==> config.mk <==
export PLATFORM = sky130hd
export DESIGN_NAME = wb_sequencer
export DESIGN_NICKNAME = d
export VERILOG_FILES = /design/src/rtl/wb_sequencer_pkg.sv /design/src/rtl/wb_edge_detect.sv /design/src/rtl/wb_sequencer.sv
export SDC_FILE = /design/constraint.sdc
export NUM_CORES = 1
export LEC_CHECK = 0
export ABC_AREA = 1
export BUFFER_PORTS_ARGS = -buffer_cell sky130_fd_sc_hd__buf_2
export CAP_MARGIN = 20
export CORE_MARGIN = 8
export CORE_UTILIZATION = 30
export CTS_CLUSTER_SIZE = 20
export DETAILED_ROUTE_END_ITERATION = 16
export SYNTH_ARGS = -nofsm -noshare
export SYNTH_HDL_FRONTEND = slang
export SYNTH_HIERARCHICAL = 1
export SYNTH_SLANG_ARGS = --single-unit
==> constraint.sdc <==
create_clock -name i_clk -period 2.3 [get_ports i_clk]
set_input_delay 0.115 -clock i_clk [delete_from_list [all_inputs] [get_ports i_clk]]
set_output_delay 0.115 -clock i_clk [all_outputs]
set_load 0.02 [all_outputs]
==> src/rtl/wb_sequencer_pkg.sv <==
// Shared source codes and FSM encodings for the register-file write-back path.
// The write-data mux and the control unit use the same SEL_* codes.
package wb_sequencer_pkg;

  localparam logic [3:0] SEL_ALU   = 4'd0;
  localparam logic [3:0] SEL_LOAD  = 4'd1;
  localparam logic [3:0] SEL_LI    = 4'd2;
  localparam logic [3:0] SEL_MOV   = 4'd3;
  localparam logic [3:0] SEL_MFHI  = 4'd4;
  localparam logic [3:0] SEL_MFLO  = 4'd5;
  localparam logic [3:0] SEL_IN    = 4'd6;
  localparam logic [3:0] SEL_GETPC = 4'd7;
  localparam logic [3:0] SEL_BIOS  = 4'd8;
  localparam logic [3:0] SEL_LAST  = SEL_BIOS;

  localparam logic [2:0] ST_IDLE      = 3'd0;
  localparam logic [2:0] ST_WAIT_MEM  = 3'd1;
  localparam logic [2:0] ST_WAIT_IN   = 3'd2;
  localparam logic [2:0] ST_WAIT_BIOS = 3'd3;
  localparam logic [2:0] ST_WRITE     = 3'd4;

  function automatic logic sel_is_legal(input logic [3:0] sel);
    return sel <= SEL_LAST;
  endfunction

  // Sources that cannot deliver data in the cycle after issue.
  function automatic logic sel_is_slow(input logic [3:0] sel);
    return (sel == SEL_LOAD) || (sel == SEL_IN) || (sel == SEL_BIOS);
  endfunction

endpackage

==> src/rtl/wb_edge_detect.sv <==
// Rising-edge detector: compares the live level against the previous-cycle
// sample, which is refreshed every cycle regardless of who consumes the edge.
module wb_edge_detect (
  input  logic i_clk,
  input  logic i_reset,
  input  logic i_d,
  output logic o_rise
);

  logic r_prev;

  always_ff @(posedge i_clk) begin
    if (i_reset) r_prev <= 1'b0;
    else         r_prev <= i_d;
  end

  assign o_rise = i_d & ~r_prev;

endmodule

==> src/rtl/wb_sequencer.sv <==
// Write-back sequencer: the single owner of the register-file write enable.
// Holds the pipe while a slow source is pending, then writes for one cycle.
module wb_sequencer
  import wb_sequencer_pkg::*;
#(
  parameter int MEM_LAT      = 2,
  parameter int BIOS_TIMEOUT = 255,
  parameter int ADDR_W       = 5
) (
  input  logic              i_clk,
  input  logic              i_reset,
  input  logic              i_issue,
  input  logic              i_wb_en,
  input  logic [3:0]        i_wb_sel,
  input  logic [ADDR_W-1:0] i_wb_addr,
  input  logic              i_in_confirm,
  input  logic              i_bios_ready,
  output logic [3:0]        o_write_d_sel,
  output logic [ADDR_W-1:0] o_write_addr,
  output logic              o_reg_write,
  output logic              o_stall,
  output logic              o_in_wait,
  output logic              o_err,
  output logic [2:0]        o_dbg_state
);

  localparam int               BIOS_CNT_W = $clog2(BIOS_TIMEOUT + 1);
  localparam logic [3:0]       MEM_INIT   = 4'(MEM_LAT - 1);
  localparam logic [BIOS_CNT_W-1:0] BIOS_LAST = BIOS_CNT_W'(BIOS_TIMEOUT - 1);

  logic [2:0]            r_state;
  logic [3:0]            r_mem_cnt;
  logic [BIOS_CNT_W-1:0] r_bios_cnt;
  logic [3:0]            r_sel;
  logic [ADDR_W-1:0]     r_addr;
  logic                  r_err;
  logic                  w_accept;
  logic                  w_waiting;
  logic                  w_rise;

  // Handshake: issue&wb_en is a one-cycle offer with no ready return; the
  // request is taken only in IDLE/WRITE, and stall is the only backpressure,
  // asserted combinationally in the issue cycle of a slow source.
  assign w_accept  = i_issue & i_wb_en & ((r_state == ST_IDLE) | (r_state == ST_WRITE));
  assign w_waiting = (r_state == ST_WAIT_MEM) | (r_state == ST_WAIT_IN) |
                     (r_state == ST_WAIT_BIOS);

  wb_edge_detect u_edge (
    .i_clk   (i_clk),
    .i_reset (i_reset),
    .i_d     (i_in_confirm),
    .o_rise  (w_rise)
  );

  always_ff @(posedge i_clk) begin
    if (i_reset) begin
      r_state    <= ST_IDLE;
      r_mem_cnt  <= '0;
      r_bios_cnt <= '0;
      r_sel      <= '0;
      r_addr     <= '0;
      r_err      <= 1'b0;
    end else begin
      r_err <= 1'b0;
      if (w_accept) begin
        r_sel  <= i_wb_sel;
        r_addr <= i_wb_addr;
      end
      case (r_state)
        ST_IDLE, ST_WRITE: begin
          if (!w_accept) begin
            r_state <= ST_IDLE;
          end else if (!sel_is_legal(i_wb_sel)) begin
            r_state <= ST_IDLE;
            r_err   <= 1'b1;
          end else begin
            case (i_wb_sel)
              SEL_LOAD: begin
                r_state   <= ST_WAIT_MEM;
                r_mem_cnt <= MEM_INIT;
              end
              SEL_IN:   r_state <= ST_WAIT_IN;
              SEL_BIOS: begin
                r_state    <= ST_WAIT_BIOS;
                r_bios_cnt <= '0;
              end
              default:  r_state <= ST_WRITE;
            endcase
          end
        end
        ST_WAIT_MEM: begin
          if (r_mem_cnt == 4'd0) r_state   <= ST_WRITE;
          else                   r_mem_cnt <= r_mem_cnt - 4'd1;
        end
        ST_WAIT_IN: begin
          if (w_rise) r_state <= ST_WRITE;
        end
        ST_WAIT_BIOS: begin
          // Data arriving on the last allowed cycle still wins over the abort.
          if (i_bios_ready) begin
            r_state <= ST_WRITE;
          end else if (r_bios_cnt == BIOS_LAST) begin
            r_state <= ST_IDLE;
            r_err   <= 1'b1;
          end else begin
            r_bios_cnt <= r_bios_cnt + 1'b1;
          end
        end
        default: r_state <= ST_IDLE;
      endcase
    end
  end

  assign o_write_d_sel = r_sel;
  assign o_write_addr  = r_addr;
  assign o_reg_write   = (r_state == ST_WRITE) && (r_addr != '0);
  assign o_stall       = w_waiting | (w_accept & sel_is_slow(i_wb_sel));
  assign o_in_wait     = (r_state == ST_WAIT_IN);
  assign o_err         = r_err;
  assign o_dbg_state   = r_state;

endmodule

== Word-level counts from Yosys, hierarchy flattened ==
Index checks and enable logic that the tools add are counted.
Widths: inputs -> output; s select.
Storage, ports and cells
  word-level logic and storage cells: 73
  output and inout bits: 16
  bits in registers: 26
  input port bits: 15
Operators by class
  magnitude comparators: 1
  reductions and logical operators: 12
  equal/unequal tests: 18
  bitwise operators: 9
  add/sub/neg operators: 2
  muxes and demuxes: 24
Operator list (number)
  $mux 8: 5
  $mux 3: 6
  $mux 4: 4
  $pmux 8 s2: 1
  $ne 2x2->1 const B: 7
  $pmux 3 s4: 1
  $pmux 3 s3: 1
  $add 8x1->8 const B: 1
  $eq 8x8->1 const B: 1
  $pmux 4 s2: 1
  $eq 3x2->1 const B: 2
  $reduce_and 6->1: 1
  $reduce_and 5->1: 1
  $reduce_bool 5->1: 1
  $and 1x1->1: 4
  $eq 4x1->1 const B: 1
  $eq 4x3->1 const B: 1
  $eq 4x4->1 const B: 1
  $le 4x4->1 const B: 1
  $logic_not 4->1: 1
  $mux 1: 4
  $ne 2x1->1 const B: 2
  $or 1x1->1: 4
  $reduce_bool 2->1: 2
  other kinds (11): 12

== Logic depth before layout (Yosys ltp) ==
Gate-level depths: netlist of the first run.
  depth in word-level cells: 5
  mapped depth: 10
  depth with buffers taken out: 10

== Cells and area by module ==
Netlist of the first run, hierarchy kept.
Modules (own cells, without submodules)
  wb_sequencer: sequential area each 500.5 µm², area an instance 1378.8 µm², cells an instance 207, times used 1
  wb_edge_detect: sequential area each 20.0 µm², area an instance 31.3 µm², cells an instance 4, times used 1

== Worst setup path before layout of the first run ==
OpenSTA, ideal clock, no wires.
  path kind: reg2reg
  from: reg r_state[1] (netlist: o_dbg_state[1])
  to: reg r_bios_cnt[0]
  cell stages (with the launch flop): 8
  setup time: 0.113 ns
  period minus slack after synthesis: 1.395 ns
  data required time: 2.187 ns
  data arrival time: 1.282 ns
  buffers on the path: 0
  slack: 0.905 ns
  cells stage by stage: dfxtp_1 nand2_2 nor2_4 o21ai_1 nor2_4 nand2_4 o21ai_1 inv_1
Between the ends
  word-level cells in the longest chain between the ends: 5
  elaborated cells on any way between the ends: 14
  those cells by class: 7 x eq/ne; 1 x mux; 2 x bitwise; 4 x reduce/logical
RTL lines
  start: declaration: RTL line wb_sequencer.sv:31  | logic [2:0] r_state;
  start signal: assignment: RTL line wb_sequencer.sv:57  | r_state <= ST_IDLE;
  start signal: assignment: RTL line wb_sequencer.sv:72  | r_state <= ST_IDLE;
  start signal: assignment: RTL line wb_sequencer.sv:74  | r_state <= ST_IDLE;
  $eq 3x3->1 / $logic_not 3->1 (equally long branches): RTL line wb_sequencer.sv:44, wb_sequencer.sv:69
  $or 1x1->1: RTL line wb_sequencer.sv:44  | assign w_accept = i_issue & i_wb_en & ((r_state == ST_IDLE) | (r_state == ST_WRITE));
  $and 1x1->1: RTL line wb_sequencer.sv:44
  $ne 2x2->1 (no line)
  $reduce_and 6->1 (no line)
  end signal: assignment: RTL line wb_sequencer.sv:106  | r_bios_cnt <= r_bios_cnt + 1'b1;
  end: declaration: RTL line wb_sequencer.sv:33  | logic [BIOS_CNT_W-1:0] r_bios_cnt;
Several ways; a longest one is shown, not always the timed one.
A chain may end at the register's enable or synchronous reset.

== Final worst setup path of the first run ==
  from: reg r_state[0] (netlist: o_dbg_state[0])
  to: out o_stall
Between the ends
  word-level cells in the longest chain between the ends: 5
  elaborated cells on any way between the ends: 11
  those cells by class: 4 x eq/ne; 6 x bitwise; 1 x reduce/logical
RTL lines
  $eq 3x3->1 / $logic_not 3->1 (equally long branches): RTL line wb_sequencer.sv:44
  $or 1x1->1: RTL line wb_sequencer.sv:44
  $and 1x1->1: RTL line wb_sequencer.sv:44
  $and 1x1->1: RTL line wb_sequencer.sv:117  | assign o_stall = w_waiting | (w_accept & sel_is_slow(i_wb_sel));
  $or 1x1->1 *: RTL line wb_sequencer.sv:117
  end: declaration: RTL line wb_sequencer.sv:21  | output logic o_stall,
Mark *: on every way between the ends. The rest lies on a longest branch, timed or not.

==> results of run 1 <==
[per-stage QoR]
step / setup WS [ns] / power (mW) / area (um2) / hold slack (ns)
after floorplan: 0.905 / 0.556 / 1410 / 0.184
after global placement: 0.808 / 0.596 / 1610 / 0.338
after detailed placement: 0.814 / 0.597 / 1610 / 0.350
after CTS: 0.608 / 0.898 / 1660 / 0.0601
after global routing: 0.509 / 0.928 / 1660 / 0.0792
final: 0.651 / 0.883 / 1660 / 0.0595
[routing by layer]
| layer | vias to the layer above | wire length (um) | global-route usage [%] | share of wire (%) |
|---|---|---|---|---|
| li1 | 739 | - | - | - |
| met1 | 611 | 1510 | 10.8 | 45 |
| met4 | 0 | 34 | 2.91 | 1.0 |
| met2 | 19 | 1700 | 18.0 | 51 |
| met5 | - | 0 | 0 | 0 |
| met3 | 2 | 102 | 2.44 | 3.0 |
[kinds of logic after synthesis]
family | share of synthesized area, %
AND/OR/NAND/NOR | 36.1
AO/OA/AOI/OAI | 13.1
flip-flops | 36.9
buffers and inverters | 7.19
XOR/XNOR | 3.11
adder cells (fa/ha/maj) | 3.55
[registers in the layout, indices dropped and copies added, names as in the netlist]
| name | count |
|---|---|
| o_write_addr | 5 |
| o_dbg_state | 3 |
| o_write_d_sel | 4 |
| u_edge/r_prev | 1 |
| r_mem_cnt | 4 |
| r_bios_cnt | 8 |
| o_err | 1 |
[layout by cell type (no fill, tap or decap), types with 3 or more instances in the layout]
cell,netlist,layout
sky130_fd_sc_hd__nand2_1,44,44
sky130_fd_sc_hd__nor2_1,38,38
sky130_fd_sc_hd__buf_2,0,30
sky130_fd_sc_hd__dfxtp_1,26,26
sky130_fd_sc_hd__inv_1,20,20
sky130_fd_sc_hd__nand3_1,18,18
sky130_fd_sc_hd__a21oi_1,16,16
sky130_fd_sc_hd__o21ai_0,12,12
sky130_fd_sc_hd__nor3_1,6,6
sky130_fd_sc_hd__ha_1,4,4
sky130_fd_sc_hd__clkbuf_8,0,4
sky130_fd_sc_hd__nor2_2,3,3
sky130_fd_sc_hd__xnor2_1,3,3
[final timing paths]
path         cells past startpoint                           from  slack [ns]                            end
max reg2reg                     10     r_bios_cnt[0]$_SDFFE_PP0P_        0.81     r_bios_cnt[0]$_SDFFE_PP0P_
max                              4    o_dbg_state[0]$_SDFFE_PP0P_        0.65                        o_stall
min reg2reg                      2  o_write_d_sel[2]$_SDFFE_PP0N_        0.49  o_write_d_sel[2]$_SDFFE_PP0N_
min                              3                   i_in_confirm        0.06       u_edge/r_prev$_SDFF_PP0_
[critical path, stage by stage (launching register included)]
cell and delay [ns]:
sky130_fd_sc_hd__dfxtp_1 0.36, sky130_fd_sc_hd__nor2_2 0.33, sky130_fd_sc_hd__nand2_2 0.20, sky130_fd_sc_hd__o22ai_1 0.18, sky130_fd_sc_hd__buf_2 0.19
[layout make-up]
type,instances,area share (%)
Tap cell,54,4.06
Inverter,22,4.96
Multi-Input combinational cell,160,47.4
Clock buffer,4,3.31
Sequential cell,26,31.3
Timing Repair Buffer,30,9.02
[power breakdown]
part	total [mW]	switching [mW]	internal, mW
clock	0.298	0.145	0.153
combinational	0.112	0.0738	0.0382
sequential	0.473	0.00873	0.464
==> impl_metrics.prom, run 1 <==
# TYPE chip_impl_metric gauge
chip_impl_metric{name="routed-via-count",unit=""} 1371
chip_impl_metric{name="cp.required",unit="ns"} 2.18
chip_impl_metric{name="clk_latency",unit="ns"} 0.27
chip_impl_metric{name="critical_path.max_fanout",unit=""} 10
chip_impl_metric{name="final_min_period_over_clock_period",unit="%"} 71.7
chip_impl_metric{name="grt_antenna_before_repair",unit=""} 0
chip_impl_metric{name="initialDrtViolationCount",unit=""} 57
chip_impl_metric{name="gr-total-overflow",unit=""} 0
chip_impl_metric{name="grt_pass1_wl",unit="um"} 5780
chip_impl_metric{name="clock_tree.htree_level_count",unit=""} 1
chip_impl_metric{name="multi_input_comb_area",unit="um2"} 788
chip_impl_metric{name="via_count_of_the_first_global_routing_pass",unit=""} 1278
chip_impl_metric{name="boundaryPins",unit=""} 31
chip_impl_metric{name="starting_density_of_the_core",unit="%"} 30.5
chip_impl_info{name="setup.worst_path.class",value="reg -> out"} 1
chip_impl_metric{name="num-nets-final",unit=""} 262
chip_impl_metric{name="utilization",unit="%"} 35.9
chip_impl_metric{name="groute.usage.overall",unit="%"} 9.80
chip_impl_metric{name="cts.sink_count",unit=""} 26
chip_impl_metric{name="avgRoutedWirePerCell",unit="um"} 11.3
chip_impl_metric{name="drtPass1Iterations",unit=""} 6
chip_impl_metric{name="post_synth.cell_area_avg",unit="um2"} 6.68
chip_impl_info{name="run_status",value="complete, no violations"} 1
chip_impl_metric{name="design.die.area",unit="mm2"} 0.00715
chip_impl_metric{name="endpoint_arrival_time_on_the_critical_path",unit="ns"} 1.53
chip_impl_info{name="synth_area_leader_cell",value="sky130_fd_sc_hd__dfxtp_1"} 1
chip_impl_metric{name="finalClockSkew",unit="ns"} 0.00414
chip_impl_metric{name="p_leak",unit="nW"} 0.757
chip_impl_metric{name="total_cts_buffers",unit=""} 3
chip_impl_metric{name="cts_hold_buffers",unit=""} 0
chip_impl_metric{name="largest_net_degree_at_the_start_of_global_routing",unit=""} 16
chip_impl_metric{name="post_cts.repair.setup_buffers",unit=""} 0
chip_impl_metric{name="setup_total_negative_slack",unit="ns"} 0
chip_impl_metric{name="detailed_place_hpwl",unit="um"} 2660
chip_impl_metric{name="die_w",unit="um"} 84.6
chip_impl_metric{name="layout-drive-gt1-share",unit="%"} 18.6
chip_impl_info{name="setup.worst_path.start_class",value="flip-flop"} 1
chip_impl_metric{name="synth-warning-count",unit=""} 6
chip_impl_metric{name="cts_resized",unit=""} 0
chip_impl_metric{name="die_height",unit="um"} 84.6
chip_impl_metric{name="detailed_route_drc_error_count",unit=""} 0
chip_impl_metric{name="finalWeightedCongestion",unit=""} 0.787
chip_impl_info{name="endpoint_kind",value="output port"} 1
chip_impl_info{name="ctsRootBufferMaster",value="sky130_fd_sc_hd__clkbuf_8"} 1
chip_impl_metric{name="slew_violations",unit=""} 0
chip_impl_metric{name="max-clock-path-buffers",unit=""} 2
chip_impl_metric{name="worst_slew_pin_slew",unit="ns"} 0.361
chip_impl_metric{name="max-slew-margin-rel",unit="%"} 75.9
chip_impl_metric{name="ys_seq_area_share",unit="%"} 36.9
chip_impl_metric{name="finalHoldViolations",unit=""} 0
chip_impl_metric{name="syn-instance-count",unit=""} 211
chip_impl_info{name="unrepaired_setup_endpoints_after_global_routing",value="no"} 1
chip_impl_metric{name="yosys_register_bits",unit=""} 26
chip_impl_metric{name="synthesized_cell_area",unit="mm2"} 0.00141
chip_impl_metric{name="power.ir.vdd_worst",unit="mV"} 0.324
chip_impl_metric{name="detailed_route_wl",unit="um"} 3350
chip_impl_metric{name="core",unit="mm2"} 0.00463
chip_impl_info{name="cts_tree",value="built"} 1
chip_impl_metric{name="place_inst",unit=""} 292
chip_impl_metric{name="port_buffers",unit=""} 30
chip_impl_metric{name="worst_path_clk_slew",unit="ns"} 0.09
chip_impl_metric{name="area_taken_by_flip_flops_and_latches",unit="um2"} 520
chip_impl_metric{name="setup-violations-final",unit=""} 0
chip_impl_metric{name="fillerInstances",unit=""} 523
chip_impl_info{name="synth.top_cells.by_count",value="sky130_fd_sc_hd__nand2_1 (44), sky130_fd_sc_hd__nor2_1 (38), sky130_fd_sc_hd__dfxtp_1 (26), sky130_fd_sc_hd__inv_1 (20), sky130_fd_sc_hd__nand3_1 (18)"} 1
chip_impl_metric{name="async_flop_share",unit="%"} 0
chip_impl_metric{name="synth_edf_count",unit=""} 0
chip_impl_metric{name="top_area_cell_type_share_of_the_netlist_area",unit="%"} 36.9
chip_impl_metric{name="area_delta_synth_final",unit="%"} 18.0
chip_impl_metric{name="max-cap-violations",unit=""} 0
chip_impl_info{name="post-synth-top-count-cell",value="sky130_fd_sc_hd__nand2_1"} 1
chip_impl_info{name="hold_path.class",value="in -> reg"} 1
chip_impl_metric{name="drt-vias-per-instance",unit=""} 4.63
chip_impl_info{name="dominantRegCellSynth",value="sky130_fd_sc_hd__dfxtp_1"} 1
chip_impl_metric{name="core.rowCount",unit=""} 25
chip_impl_metric{name="fin_crit",unit="ns"} 1.65
chip_impl_metric{name="clock.fmax",unit="MHz"} 606
chip_impl_metric{name="syn_nets",unit=""} 230
chip_impl_metric{name="yosys.cell_types.count",unit=""} 26
chip_impl_info{name="synth.top_cells.by_area",value="sky130_fd_sc_hd__dfxtp_1 (37%), sky130_fd_sc_hd__nand2_1 (12%), sky130_fd_sc_hd__nor2_1 (10%)"} 1
chip_impl_metric{name="p_per_area",unit="mW/mm2"} 530
chip_impl_metric{name="number_of_antenna_violating_nets_in_the_routed_design",unit=""} 0
chip_impl_metric{name="antennaDiodeCount",unit=""} 0
chip_impl_metric{name="instances_no_fill",unit=""} 296
(Power assumes the default switching activity.)
==> run 2, diff against run 1 <==
==> constraint.sdc (replaced) <==
create_clock -name i_clk -period 1.6 [get_ports i_clk]
set_input_delay 0.08 -clock i_clk [delete_from_list [all_inputs] [get_ports i_clk]]
set_output_delay 0.08 -clock i_clk [all_outputs]
set_load 0.02 [all_outputs]
==> impl_metrics.prom, run 2 (synthesized netlist as in run 1, its figures left out) <==
# TYPE chip_impl_metric gauge
chip_impl_metric{name="die_w",unit="um"} 84.6
chip_impl_metric{name="finalClockSkew",unit="ns"} 0.00699
chip_impl_info{name="layout_commonest_cell",value="sky130_fd_sc_hd__nand2_1"} 1
chip_impl_info{name="layout_common_cells",value="sky130_fd_sc_hd__nand2_1 (44), sky130_fd_sc_hd__nor2_1 (38), sky130_fd_sc_hd__buf_2 (30), sky130_fd_sc_hd__dfxtp_1 (24), sky130_fd_sc_hd__inv_1 (20)"} 1
chip_impl_metric{name="grt_antenna_before_repair",unit=""} 0
chip_impl_metric{name="endpoint_arrival_time_on_the_critical_path",unit="ns"} 1.65
chip_impl_info{name="unrepaired_setup_endpoints_after_global_routing",value="yes"} 1
chip_impl_metric{name="detailed_route_drc_error_count",unit=""} 0
chip_impl_metric{name="power_dissipated_by_switching_net_loads",unit="mW"} 0.328
chip_impl_metric{name="initialDrtViolationCount",unit=""} 22
chip_impl_metric{name="fin_crit",unit="ns"} 1.48
chip_impl_metric{name="starting_density_of_the_core",unit="%"} 30.5
chip_impl_metric{name="worst_hold_slack",unit="ns"} 0.0250
chip_impl_metric{name="p_leak",unit="nW"} 0.792
chip_impl_metric{name="avgRoutedWirePerCell",unit="um"} 11.3
chip_impl_info{name="setup.worst_path.start_class",value="flip-flop"} 1
chip_impl_metric{name="max-cap-violations",unit=""} 0
chip_impl_metric{name="fraction_of_power_consumed_by_sequential_logic",unit="%"} 53.4
chip_impl_metric{name="switching_share",unit="%"} 25.7
chip_impl_metric{name="finalWeightedCongestion",unit=""} 0.785
chip_impl_metric{name="clk_latency",unit="ns"} 0.27
chip_impl_metric{name="utilization",unit="%"} 37.2
chip_impl_metric{name="max-clock-path-buffers",unit=""} 2
chip_impl_metric{name="cts.sink_count",unit=""} 26
chip_impl_metric{name="area_delta_synth_final",unit="%"} 22.1
chip_impl_metric{name="power.ir.vdd_worst",unit="mV"} 0.287
chip_impl_metric{name="antennaDiodeCount",unit=""} 0
chip_impl_metric{name="largest_net_degree_at_the_start_of_global_routing",unit=""} 15
chip_impl_metric{name="finalHoldViolations",unit=""} 0
chip_impl_metric{name="cts_hold_buffers",unit=""} 0
chip_impl_metric{name="core.rowCount",unit=""} 25
chip_impl_metric{name="slew_violations",unit=""} 0
chip_impl_metric{name="setup_total_negative_slack",unit="ns"} 0
chip_impl_metric{name="p_per_area",unit="mW/mm2"} 740
chip_impl_metric{name="max-slew-margin-rel",unit="%"} 79.3
chip_impl_metric{name="worst_path_clk_slew",unit="ns"} 0.09
chip_impl_metric{name="crit_path_max_incr_delay",unit="ns"} 0.35
chip_impl_metric{name="total_cts_buffers",unit=""} 3
chip_impl_info{name="hold_path.class",value="in -> reg"} 1
chip_impl_metric{name="final_min_period_over_clock_period",unit="%"} 92.4
chip_impl_metric{name="grt_pass1_wl",unit="um"} 5870
chip_impl_metric{name="largest_reg_flops",unit=""} 8
chip_impl_metric{name="port_buffers",unit=""} 30
chip_impl_info{name="setup.worst_path.class",value="reg -> reg"} 1
chip_impl_info{name="run_status",value="complete, no violations"} 1
chip_impl_metric{name="design.die.area",unit="mm2"} 0.00715
chip_impl_info{name="path_cells",value="inv_1, ha_1, nand2_1, nor2_1, nand3_1, nand2_1, nor2_4, nand2_4, o21ai_1, inv_1"} 1
chip_impl_metric{name="layout-drive-gt1-share",unit="%"} 21.8
chip_impl_metric{name="comb_power_share",unit="%"} 13.1
chip_impl_metric{name="routed-via-count",unit=""} 1401
chip_impl_metric{name="cp.required",unit="ns"} 1.77
chip_impl_metric{name="core",unit="mm2"} 0.00463
chip_impl_metric{name="internal_power_component",unit="mW"} 0.946
chip_impl_info{name="largest_register",value="r_bios_cnt"} 1
chip_impl_metric{name="critical_path.max_fanout",unit=""} 8
chip_impl_metric{name="dpl_cell_area",unit="mm2"} 0.00163
chip_impl_info{name="cts_tree",value="built"} 1
chip_impl_metric{name="gr-total-overflow",unit=""} 0
chip_impl_metric{name="detailed_route_wl",unit="um"} 3410
chip_impl_info{name="critPathSlowestCell",value="sky130_fd_sc_hd__dfxtp_2"} 1
chip_impl_metric{name="power_frac_clock",unit="%"} 33.5
chip_impl_metric{name="clock_tree.htree_level_count",unit=""} 1
chip_impl_metric{name="fin_area",unit="mm2"} 0.00172
chip_impl_metric{name="worst_slew_pin_slew",unit="ns"} 0.311
chip_impl_info{name="ctsRootBufferMaster",value="sky130_fd_sc_hd__clkbuf_8"} 1
chip_impl_info{name="endpoint_kind",value="flip-flop"} 1
chip_impl_metric{name="drt-vias-per-instance",unit=""} 4.64
chip_impl_metric{name="via_count_of_the_first_global_routing_pass",unit=""} 1311
chip_impl_metric{name="num-nets-final",unit=""} 268
chip_impl_metric{name="die_height",unit="um"} 84.6
chip_impl_metric{name="setup-violations-final",unit=""} 0
chip_impl_metric{name="groute.usage.overall",unit="%"} 9.73
chip_impl_metric{name="clock.fmax",unit="MHz"} 676
chip_impl_metric{name="drtPass1Iterations",unit=""} 4
chip_impl_metric{name="number_of_antenna_violating_nets_in_the_routed_design",unit=""} 0
chip_impl_metric{name="boundaryPins",unit=""} 31
chip_impl_metric{name="detailed_place_hpwl",unit="um"} 2680
## run 2: cell count changes in the layout (fill, tap and decap cells not counted)
| cell | delta |
|---|---|
| sky130_fd_sc_hd__buf_4 | +6 |
| sky130_fd_sc_hd__dfxtp_1 | -2 |
| sky130_fd_sc_hd__dfxtp_2 | +2 |
| sky130_fd_sc_hd__nor2_2 | -1 |
| sky130_fd_sc_hd__nor2_4 | +1 |
| sky130_fd_sc_hd__nor3_1 | -1 |
| sky130_fd_sc_hd__nor3_2 | +1 |
## run 2: worst max-delay path: cells and delay by family, from the launching register on
family / cells / cell delay (ns)
AND/OR/NAND/NOR: 6 / 0.59
flip-flops: 1 / 0.35
buffers and inverters: 2 / 0.13
adder cells (fa/ha/maj): 1 / 0.20
AO/OA/AOI/OAI: 1 / 0.13
## run 2: area by class of cell
class | count | area, um2
Inverter | 22 | 82.6
Tap cell | 54 | 67.6
Fill cell | 508 | 2910
Timing Repair Buffer | 36 | 195
Multi-Input combinational cell | 160 | 798
Clock buffer | 4 | 55.1
Sequential cell | 26 | 523
## run 2: worst paths after layout
path	start	endpoint	slack [ns]	cells after the start
worst max-delay path	r_bios_cnt[0]$_SDFFE_PP0P_	r_bios_cnt[0]$_SDFFE_PP0P_	0.12	10
worst min-delay path	i_in_confirm	u_edge/r_prev$_SDFF_PP0_	0.02	3
worst max register to register	r_bios_cnt[0]$_SDFFE_PP0P_	r_bios_cnt[0]$_SDFFE_PP0P_	0.12	10
worst min register to register	o_write_d_sel[2]$_SDFFE_PP0N_	o_write_d_sel[2]$_SDFFE_PP0N_	0.49	2
## run 2: power by group through the flow
stage	Sequential, mW	Combinational, mW	Clock (mW)
3_5_place_dp	0.695	0.165	0
3_3_place_gp	0.695	0.164	0
4_1_cts	0.680	0.166	0.441
5_1_grt	0.683	0.187	0.464
2_1_floorplan	0.716	0.0832	0
6_report	0.680	0.167	0.427
## run 2: repair_timing
action	4_1_cts	5_1_grt
endpoints found under the setup margin	1	6
gates resized for setup	1	3
pin swaps	0	2
buffers inserted	0	3
## run 2: per-layer routing
layer | global-route usage [%] | vias to the layer above | part of all wire (%)
met5 | 0 | - | 0
met4 | 3.88 | 0 | 1.1
met3 | 1.27 | 2 | 3.0
met2 | 17.0 | 18 | 50
met1 | 11.7 | 631 | 45
li1 | - | 750 | -
## run 2: stage by stage
step / power [mW] / setup WS [ns] / std cells
after CTS: 1.29 / 0.0714 / 299
after floorplan: 0.799 / 0.205 / 211
final: 1.27 / 0.121 / 302
after detailed placement: 0.860 / 0.111 / 295
after global routing: 1.33 / -0.00597 / 302
after global placement: 0.860 / 0.113 / 295
